**config.mk**
```make
export PLATFORM = sky130hd
export DESIGN_NAME = alu_mul_sequencer
export DESIGN_NICKNAME = d
export VERILOG_FILES = /design/src/rtl/alu_mul_sequencer.sv
export SDC_FILE = /design/constraint.sdc
export NUM_CORES = 1
export LEC_CHECK = 0
export ABC_AREA = 1
export BUFFER_PORTS_ARGS = -buffer_cell sky130_fd_sc_hd__buf_2
export CORE_MARGIN = 5
export CORE_UTILIZATION = 51
export DETAILED_ROUTE_END_ITERATION = 16
export HOLD_SLACK_MARGIN = 0.05
export PLACE_DENSITY = 0.8
export SYNTH_ARGS = -nofsm -noshare
export SYNTH_HDL_FRONTEND = slang
export SYNTH_SLANG_ARGS = --single-unit
```
**constraint.sdc**
```tcl
create_clock -name clk -period 2.1 [get_ports clk]
set_input_delay 0.42 -clock clk [delete_from_list [all_inputs] [get_ports clk]]
set_output_delay 0.42 -clock clk [all_outputs]
set_load 0.01 [all_outputs]
```
**src/rtl/alu_mul_sequencer.sv**
```systemverilog
// alu_mul_sequencer: shift-and-add multiplier that borrows the shared Hack ALU.
// Latency: done asserts 1 + popcount(b) + msb_index(b) cycles after start (1..32).
// Backpressure: start is honoured only in IDLE; pulses while busy are dropped.
//
// Ports:
//   clk, reset          - rising-edge clock, synchronous active-high reset
//   start, a, b         - request and two's-complement operands (captured on accept)
//   busy, done          - busy in ACC/DBL/DONE; done is a one-cycle result strobe
//   result, res_zr/ng   - low WIDTH bits of a*b plus zero/negative flags
//   alu_x/alu_y, alu_zx..alu_no, alu_out - operand, control and return path of the ALU
module alu_mul_sequencer #(
  parameter int WIDTH = 16
) (
  input  logic             clk,
  input  logic             reset,
  input  logic             start,
  input  logic [WIDTH-1:0] a,
  input  logic [WIDTH-1:0] b,
  output logic             busy,
  output logic             done,
  output logic [WIDTH-1:0] result,
  output logic             res_zr,
  output logic             res_ng,
  output logic [WIDTH-1:0] alu_x,
  output logic [WIDTH-1:0] alu_y,
  output logic             alu_zx,
  output logic             alu_nx,
  output logic             alu_zy,
  output logic             alu_ny,
  output logic             alu_f,
  output logic             alu_no,
  input  logic [WIDTH-1:0] alu_out
);

  typedef enum logic [1:0] {IDLE, ACC, DBL, DONE} state_t;

  // {zx, nx, zy, ny, f, no}
  localparam logic [5:0] CTL_ZERO = 6'b101010;
  localparam logic [5:0] CTL_ADD  = 6'b000010;

  state_t           state_q, state_d;
  logic [WIDTH-1:0] acc_q, acc_d;
  logic [WIDTH-1:0] mc_q, mc_d;
  logic [WIDTH-1:0] mp_q, mp_d;
  logic [WIDTH-1:0] result_q, result_d;
  logic             zr_q, zr_d;
  logic             ng_q, ng_d;
  logic [5:0]       ctl;
  logic [WIDTH-1:0] mp_shr;

  assign mp_shr = mp_q >> 1;

  always_ff @(posedge clk) begin
    if (reset) begin
      state_q  <= IDLE;
      acc_q    <= '0;
      mc_q     <= '0;
      mp_q     <= '0;
      result_q <= '0;
      zr_q     <= 1'b1;
      ng_q     <= 1'b0;
    end else begin
      state_q  <= state_d;
      acc_q    <= acc_d;
      mc_q     <= mc_d;
      mp_q     <= mp_d;
      result_q <= result_d;
      zr_q     <= zr_d;
      ng_q     <= ng_d;
    end
  end

  always_comb begin
    state_d  = state_q;
    acc_d    = acc_q;
    mc_d     = mc_q;
    mp_d     = mp_q;
    result_d = result_q;
    zr_d     = zr_q;
    ng_d     = ng_q;
    alu_x    = '0;
    alu_y    = '0;
    ctl      = CTL_ZERO;
    busy     = 1'b0;
    done     = 1'b0;

    case (state_q)
      IDLE: begin
        if (start) begin
          acc_d = '0;
          mc_d  = a;
          mp_d  = b;
          if (b == '0)     state_d = DONE;
          else if (b[0])   state_d = ACC;
          else             state_d = DBL;
        end
      end
      ACC: begin
        busy  = 1'b1;
        alu_x = acc_q;
        alu_y = mc_q;
        ctl   = CTL_ADD;
        acc_d = alu_out;
        // mp is not shifted here; the following DBL does that.
        state_d = (mp_shr == '0) ? DONE : DBL;
      end
      DBL: begin
        busy  = 1'b1;
        alu_x = mc_q;
        alu_y = mc_q;
        ctl   = CTL_ADD;
        mc_d  = alu_out;
        mp_d  = mp_shr;
        if (mp_shr == '0)  state_d = DONE;
        else if (mp_shr[0]) state_d = ACC;
        else               state_d = DBL;
      end
      DONE: begin
        busy     = 1'b1;
        done     = 1'b1;
        result_d = acc_q;
        zr_d     = (acc_q == '0);
        ng_d     = acc_q[WIDTH-1];
        state_d  = IDLE;
      end
      default: state_d = IDLE;
    endcase
  end

  // Bypass acc during DONE so the product is visible alongside the done strobe;
  // the registered copy takes over from the next cycle on.
  assign result = (state_q == DONE) ? acc_q : result_q;
  assign res_zr = (state_q == DONE) ? (acc_q == '0) : zr_q;
  assign res_ng = (state_q == DONE) ? acc_q[WIDTH-1] : ng_q;

  assign {alu_zx, alu_nx, alu_zy, alu_ny, alu_f, alu_no} = ctl;

endmodule

```
Word level (Yosys, flattened, before mapping)
Index checks and enable logic that the tools add are counted.
{"block": "totals", "reg_bits": 68, "input_bits": 51, "wordCells": 42}
{"block": "classes", "n_eq_ne": 4, "mux": 21, "reduce_logical": 10}
{"cell": "16-bit case mux with 2 select lines", "n": 4}
{"cell": "16-bit two-way mux", "n": 5}
{"cell": "16-bit zero test", "n": 3}
{"cell": "2-bit two-way mux", "n": 5}
{"cell": "2-bit case mux with 4 select lines", "n": 1}
{"cell": "6-bit two-way mux", "n": 1}
{"cell": "1-bit two-way mux", "n": 5}
{"cell": "2-bit == test, second input constant", "n": 2}
{"cell": "2-bit AND reduction", "n": 2}
{"cell": "2-bit nonzero test", "n": 2}
{"cell": "3-bit OR reduction", "n": 1}
{"cell": "2-bit by 1-bit == test with 1-bit output, second input constant", "n": 1}
{"cell": "2-bit zero test", "n": 1}
{"cell": "2-bit inequality test, second input constant", "n": 1}
{"cell": "2-bit OR reduction", "n": 1}

Depth between registers and ports, before layout
Gate-level depths: netlist of run 1.
{"block": "depth", "ltp_word": 4, "ltp_mapped": 9}

Worst setup path before layout of run 1
No wires, ideal clock.
{"block": "synth_timing", "kind": "reg2out", "startpoint": "reg state_q[0]", "endpoint": "out alu_x[0]", "t_arrival_ns": 1.394, "required_time_ns": 1.680, "setup_slack_ns": 0.286, "stages_incl_launch_ff": 6, "path_buffers": 1, "cell_sequence": "dfxtp_1 -> inv_1 -> ha_1 -> buf_2 -> inv_1 -> o32ai_1"}
{"block": "synth_via", "elab_chain_len": 2}
{"element": "from (decl)", "line": "41", "text": "state_t state_q, state_d;"}
{"element": "from (signal assigned)", "line": "63", "text": "state_q <= state_d;"}
{"element": "2-bit == test / 2-bit by 1-bit == test with 1-bit output (equally long branches)", "line": "87", "text": "case (state_q)"}
{"element": "16-bit case mux with 2 select lines (*)", "line": "87"}
{"element": "to (decl)", "line": "24", "text": "output logic [WIDTH-1:0] alu_x,"}
Mark *: on every way between the ends. The rest lies on a longest branch, timed or not.

Worst setup path in the final report of run 1
{"block": "layout_timing", "startpoint": "reg state_q[0]", "endpoint": "out alu_x[13]"}
The elaborated chain is that of the path after synthesis.

==> impl_metrics.env, run 1 <==
export IMPL_dieArea_sq_um=8290
export IMPL_synthDominantCellAreaShare_pct=40.0
export IMPL_fin_ws_ps=-54.4
export IMPL_synth_simple_gate_area_share_pct=28.3
export IMPL_dpl_hpwl_microns=6790
export IMPL_synth_area_leaders="dfxtp_1, nand2_1, nand3_1, a31oi_1, a21oi_1"
export IMPL_numCtsBuffers=9
export IMPL_layout_commonest_cell="nand2_1"
export IMPL_grt_ovfl_total=0
export IMPL_syn_inst=484
export IMPL_drc=0
export IMPL_drv_slew=0
export IMPL_syn_avg_cell_area_sq_um=6.93
export IMPL_fin_tns_setup_ps=-202
export IMPL_synth_adder_area_share_pct=1.49
export IMPL_p_leak_nw=2.06
export IMPL_start_util_pct=52.5
export IMPL_nFillCells=579
export IMPL_drive_gt1_share_pct=27.1
export IMPL_fin_util_pct=65.4
export IMPL_max_clock_freq_mhz=464
export IMPL_crit_arrival_ps=1730
export IMPL_place_congestion=0.961
export IMPL_synth_compound_area_share_pct=19.0
export IMPL_combPwrFrac_pct=26.6
export IMPL_firstDrtPassIters=5
export IMPL_reg2reg_from="state_q[1]"
export IMPL_antenna_cells=0
export IMPL_ys_seq_elements=67
export IMPL_status="finished, violations left"
export IMPL_grt_total_usage_pct=22.1
export IMPL_fin_skew_ps=7.02
export IMPL_ir_drop_mv=0.491
export IMPL_core_sq_um=6390
export IMPL_post_route_period_util_pct=103
export IMPL_syn_area_sq_um=3350
export IMPL_root_buffer="clkbuf_8"
export IMPL_switching_share_pct=33.5
export IMPL_final_hold_viol_count=0
export IMPL_synth_xor_area_share_pct=0
export IMPL_cts_tree="done"
export IMPL_grt_pass1_wl_microns=15300
export IMPL_violations="negative setup slack"
export IMPL_critical_path_class="reg2out"
export IMPL_yosysSeqAreaShare_pct=40.0
export IMPL_hp_class="in2reg"
export IMPL_via_per_inst=5.35
export IMPL_dp_slack_ps=171
export IMPL_hp_start="a[0]"
export IMPL_numPortBuffers=104
export IMPL_clock_sinks=67
export IMPL_worst_r2r_endpoint="mc_q[14]"
export IMPL_final_area_sq_um=4170
export IMPL_drv_cap=0
export IMPL_period_minus_slack_ps=2150
export IMPL_setup_viol=5
export IMPL_clkTransAtPathRegs_ps=80
export IMPL_critical_path_max_fanout=7
export IMPL_synthDistinctLibCells=26
export IMPL_power_per_cell_area_nw_per_um2=834
export IMPL_synthMuxAreaShare_pct=0
export IMPL_dpl_cell_area_sq_um=3850
export IMPL_min_path_cells=3
export IMPL_power_w=0.00348
export IMPL_reg2regPathDepth=8
export IMPL_ant_nets=0
export IMPL_vias=3529
export IMPL_cts_max_level=3
export IMPL_drt_total_wl_microns=9460
export IMPL_worstHoldEndpoint="mc_q[0]"
export IMPL_cp_required_ps=1680
export IMPL_placementRows=29
export IMPL_first_global_vias=3205
export IMPL_wire_per_inst_microns=14.3
export IMPL_p_sw_w=0.00117
export IMPL_seqPwrFrac_pct=42.1
export IMPL_fp_dieW_microns=91.1
export IMPL_num_nets_final=633
export IMPL_most_common_layout_cells="nand2_1, buf_2, dfxtp_1"
export IMPL_die_h_microns=91.1
export IMPL_synth_top_family_by_area="simple AND/OR/NAND/NOR gates"
export IMPL_cp_end_kind="primary output"
export IMPL_cts_path_max_buffers=2
export IMPL_yosysTopAreaCell="dfxtp_1"
export IMPL_clkPwrFrac_pct=31.3
export IMPL_grt_start_max_net_pins=39
export IMPL_cp_start_kind="flop"
export IMPL_clk_latency_ps=340
export IMPL_reg2reg_slack_ps=330
export IMPL_rsz0062_at_grt="true"
export IMPL_yosys_warnings=0
export IMPL_ios=109
export IMPL_antenna_found_initial=0
export IMPL_area_delta_synth_final_pct=24.5
export IMPL_internal_power_w=0.00232
export IMPL_drt_iter0_drc=220
-- critical path, cell delays in order (launching register included) --
cell,delay (ps)
dfxtp_2,340
inv_2,50
ha_4,280
buf_6,100
clkinvlp_4,150
o32ai_2,280
buf_2,170
-- final cells by class --
type	count	area (sq um)	area share, %
well taps	77	96.3	2.31
clock buffers	10	138	3.30
clock inverters	6	65.1	1.56
flip-flops and latches	67	1340	32.2
inverters	35	140	3.36
repair buffers	121	681	16.3
multi-input cells	344	1710	41.0
-- worst max path at each step --
stage | from | end | slack [ps] | depth (start not counted)
final | state_q[0] | alu_x[13] | -50 | 6
after floorplan | state_q[0] | alu_x[0] | 290 | 5
after detailed placement | state_q[1] | alu_x[13] | 170 | 6
after global routing | state_q[0] | alu_x[1] | -140 | 6
after global placement | state_q[0] | alu_x[2] | 250 | 6
after CTS | state_q[1] | alu_x[13] | -30 | 6
-- synth_stat cells, drive strengths merged --
cell type,count
nand2,149
dfxtp,67
nand3,47
o21ai,41
inv,35
a21oi,34
buf,32
a31oi,30
nor2,21
clkbuf,8
o32ai,5
ha,4
conb,2
nand4,2
nor4,2
a211oi,1
a221oi,1
nor3,1
o22ai,1
or2,1
-- through the flow --
step	instances	hold slack, ps
detailed placement	639	456
global placement	639	449
CTS	659	330
floorplan	486	437
finish	660	339
global route	660	327
-- power groups by stage --
stage / clock network (W) / logic [W] / registers [W]
6_report: 0.00109 / 0.000926 / 0.00147
5_1_grt: 0.00116 / 0.00102 / 0.00148
4_1_cts: 0.00110 / 0.000902 / 0.00146
3_5_place_dp: 0 / 0.000840 / 0.00149
3_3_place_gp: 0 / 0.000830 / 0.00149
2_1_floorplan: 0 / 0.000623 / 0.00147
-- registers in the layout, summed over array words and instances, names as in the netlist --
signal / cells
result_q: 16
ng_q: 1
mc_q: 16
mp_q: 15
zr_q: 1
acc_q: 16
state_q: 2
-- logic make-up after synthesis --
kind of cell             after synthesis
AND/OR/NAND/NOR                      223
AO/OA/AOI/OAI                        113
adder cells (fa/ha/maj)                4
buffers and inverters                 75
other                                  2
flip-flops                            67
-- routing by layer --
metal	wire (microns)	share of wire, %	track usage (%)
met5	0	0	0
met4	181	1.9	9.05
met3	565	6.0	3.39
met2	4500	48	34.2
met1	4210	45	30.8
-- what timing repair did --
item,4_1_cts,5_1_grt
pin swaps,2,1
resized for setup,14,9
buffers inserted,4,1
hold buffers,0,0
endpoints found under the setup margin,16,15
hold endpoints to repair,0,0
No activity file was read; power rests on OpenSTA's default activity.
==> inputs of run 2 (changes only) <==
CORE_ASPECT_RATIO = 1.4   (was default)
==> impl_metrics.env, run 2 (synthesis gave the netlist of run 1 again) <==
export IMPL_grt_pass1_wl_microns=15700
export IMPL_combPwrFrac_pct=28.2
export IMPL_setup_viol=5
export IMPL_wire_per_inst_microns=14.9
export IMPL_root_buffer="clkbuf_8"
export IMPL_antenna_cells=0
export IMPL_grt_ovfl_total=0
export IMPL_final_hold_viol_count=0
export IMPL_power_per_cell_area_nw_per_um2=808
export IMPL_finalNonFillerCells=655
export IMPL_drc=0
export IMPL_clkPwrFrac_pct=27.8
export IMPL_dpl_cell_area_sq_um=3840
export IMPL_firstDrtPassIters=5
export IMPL_cp_required_ps=1680
export IMPL_hp_class="in2reg"
export IMPL_die_h_microns=106
export IMPL_cts_tree="done"
export IMPL_via_per_inst=5.55
export IMPL_reg2regPathDepth=9
export IMPL_worst_path_largest_cell_delay_ps=350
export IMPL_period_minus_slack_ps=2180
export IMPL_place_congestion=0.880
export IMPL_drt_iter0_drc=308
export IMPL_reg_top3="acc_q: 16 flops, mc_q: 16 flops, result_q: 16 flops"
export IMPL_fp_dieW_microns=78.5
export IMPL_critical_path_class="reg2out"
export IMPL_cts_path_max_buffers=2
export IMPL_clock_sinks=67
export IMPL_placementRows=35
export IMPL_final_area_sq_um=4150
export IMPL_switching_share_pct=33.8
export IMPL_clkTransAtPathRegs_ps=60
export IMPL_rsz0062_at_grt="true"
export IMPL_fin_skew_ps=6.46
export IMPL_worst_path_max_delay_cell="dfxtp_2"
export IMPL_cts_max_level=3
export IMPL_dpl_hpwl_microns=7040
export IMPL_p_sw_w=0.00113
export IMPL_violations="negative setup slack"
export IMPL_internal_power_w=0.00222
export IMPL_post_route_period_util_pct=104
export IMPL_nFillCells=593
export IMPL_ant_nets=0
export IMPL_multi_input_area_sq_um=1710
export IMPL_crit_arrival_ps=1760
export IMPL_placed_cells=635
export IMPL_path_depth=6
export IMPL_drive_gt1_share_pct=27.0
export IMPL_grt_total_usage_pct=23.6
export IMPL_drv_cap=0
export IMPL_drv_slew=0
export IMPL_ios=109
export IMPL_fin_ws_ps=-81.2
export IMPL_num_nets_final=633
export IMPL_min_path_cells=3
export IMPL_crit_family="buffers and inverters"
export IMPL_dieArea_sq_um=8320
export IMPL_first_global_vias=3339
export IMPL_cp_buffers_inverters=4
export IMPL_ir_drop_mv=0.618
export IMPL_max_clock_freq_mhz=458
export IMPL_path_cells="inv_4, ha_4, buf_6, clkinvlp_4, o32ai_2, buf_2"
export IMPL_p_leak_nw=2.04
export IMPL_start_util_pct=51.7
export IMPL_layout_commonest_cell="nand2_1"
export IMPL_drt_total_wl_microns=9790
export IMPL_numPortBuffers=104
export IMPL_critical_path_max_fanout=7
export IMPL_most_common_layout_cells="nand2_1, buf_2, dfxtp_1"
export IMPL_regArea_sq_um=1340
export IMPL_seqPwrFrac_pct=44.0
export IMPL_grt_start_max_net_pins=39
export IMPL_numCtsBuffers=9
export IMPL_antenna_found_initial=0
export IMPL_clk_latency_ps=340
export IMPL_area_delta_synth_final_pct=23.8
export IMPL_status="finished, violations left"
export IMPL_cp_end_kind="primary output"
export IMPL_core_sq_um=6480
export IMPL_ctsHoldBuffers=0
export IMPL_vias=3638
export IMPL_cp_start_kind="flop"
run 2: cell types whose count changed in the layout (fill, tap and decap cells not counted), sizes merged:
cell / before / now
clkinv: 4 / 1
clkbuf: 10 / 12
bufinv: 1 / 0
clkinvlp: 2 / 3
inv: 34 / 33
run 2: worst reg2reg max path: stages, from the launching register on:
cell and delay (ps):
dfxtp_2 350, buf_4 110, buf_4 110, ha_2 240, buf_6 270, nand2_4 110
nand2_4 80, buf_4 260, o21ai_1 100, a31oi_1 160
run 2: final timing paths:
kind	from	to	slack [ps]
setup / recovery	state_q[1]	alu_x[14]	-80
setup reg to reg	state_q[1]	mc_q[6]	220
hold / removal	a[8]	mc_q[8]	340
hold reg to reg	result_q[12]	result_q[12]	470
run 2: final cells by class:
| class | count | share of cell area (%) |
|---|---|---|
| well taps | 74 | 2.23 |
| clock inverters | 2 | 0.302 |
| inverters | 35 | 3.59 |
| flip-flops and latches | 67 | 32.4 |
| repair buffers | 121 | 16.6 |
| clock buffers | 12 | 3.74 |
| multi-input cells | 344 | 41.2 |
run 2: power groups by stage:
stage | combinational [W] | clock (W) | sequential (W)
after floorplan | 0.000623 | 0 | 0.00147
after global placement | 0.000825 | 0 | 0.00149
after detailed placement | 0.000843 | 0 | 0.00150
after CTS | 0.000903 | 0.000936 | 0.00147
after global routing | 0.00104 | 0.000989 | 0.00149
final | 0.000946 | 0.000933 | 0.00147
run 2: timing repair:
action,CTS,global route
resized for setup,12,15
setup endpoints to repair,16,25
pin swaps,4,3
setup buffers,4,2
run 2: routing by layer:
layer	track usage (%)	vias up	routed length [microns]
li1	-	1790	-
met1	28.1	1652	3780
met2	40.9	167	5070
met3	3.56	29	633
met4	11.6	0	306
met5	0	-	0
run 2: per-stage QoR:
| stage | power, W | setup TNS [ps] | setup slack [ps] | utilization, % | hold slack [ps] |
|---|---|---|---|---|---|
| floorplan | 0.00210 | 0 | 286 | - | 437 |
| global placement | 0.00232 | 0 | 258 | 59.3 | 449 |
| detailed placement | 0.00234 | 0 | 132 | 59.3 | 455 |
| CTS | 0.00331 | -634 | -45.0 | 63.2 | 335 |
| global route | 0.00352 | -628 | -129 | 64.0 | 341 |
| finish | 0.00335 | -294 | -81.2 | 64.0 | 341 |
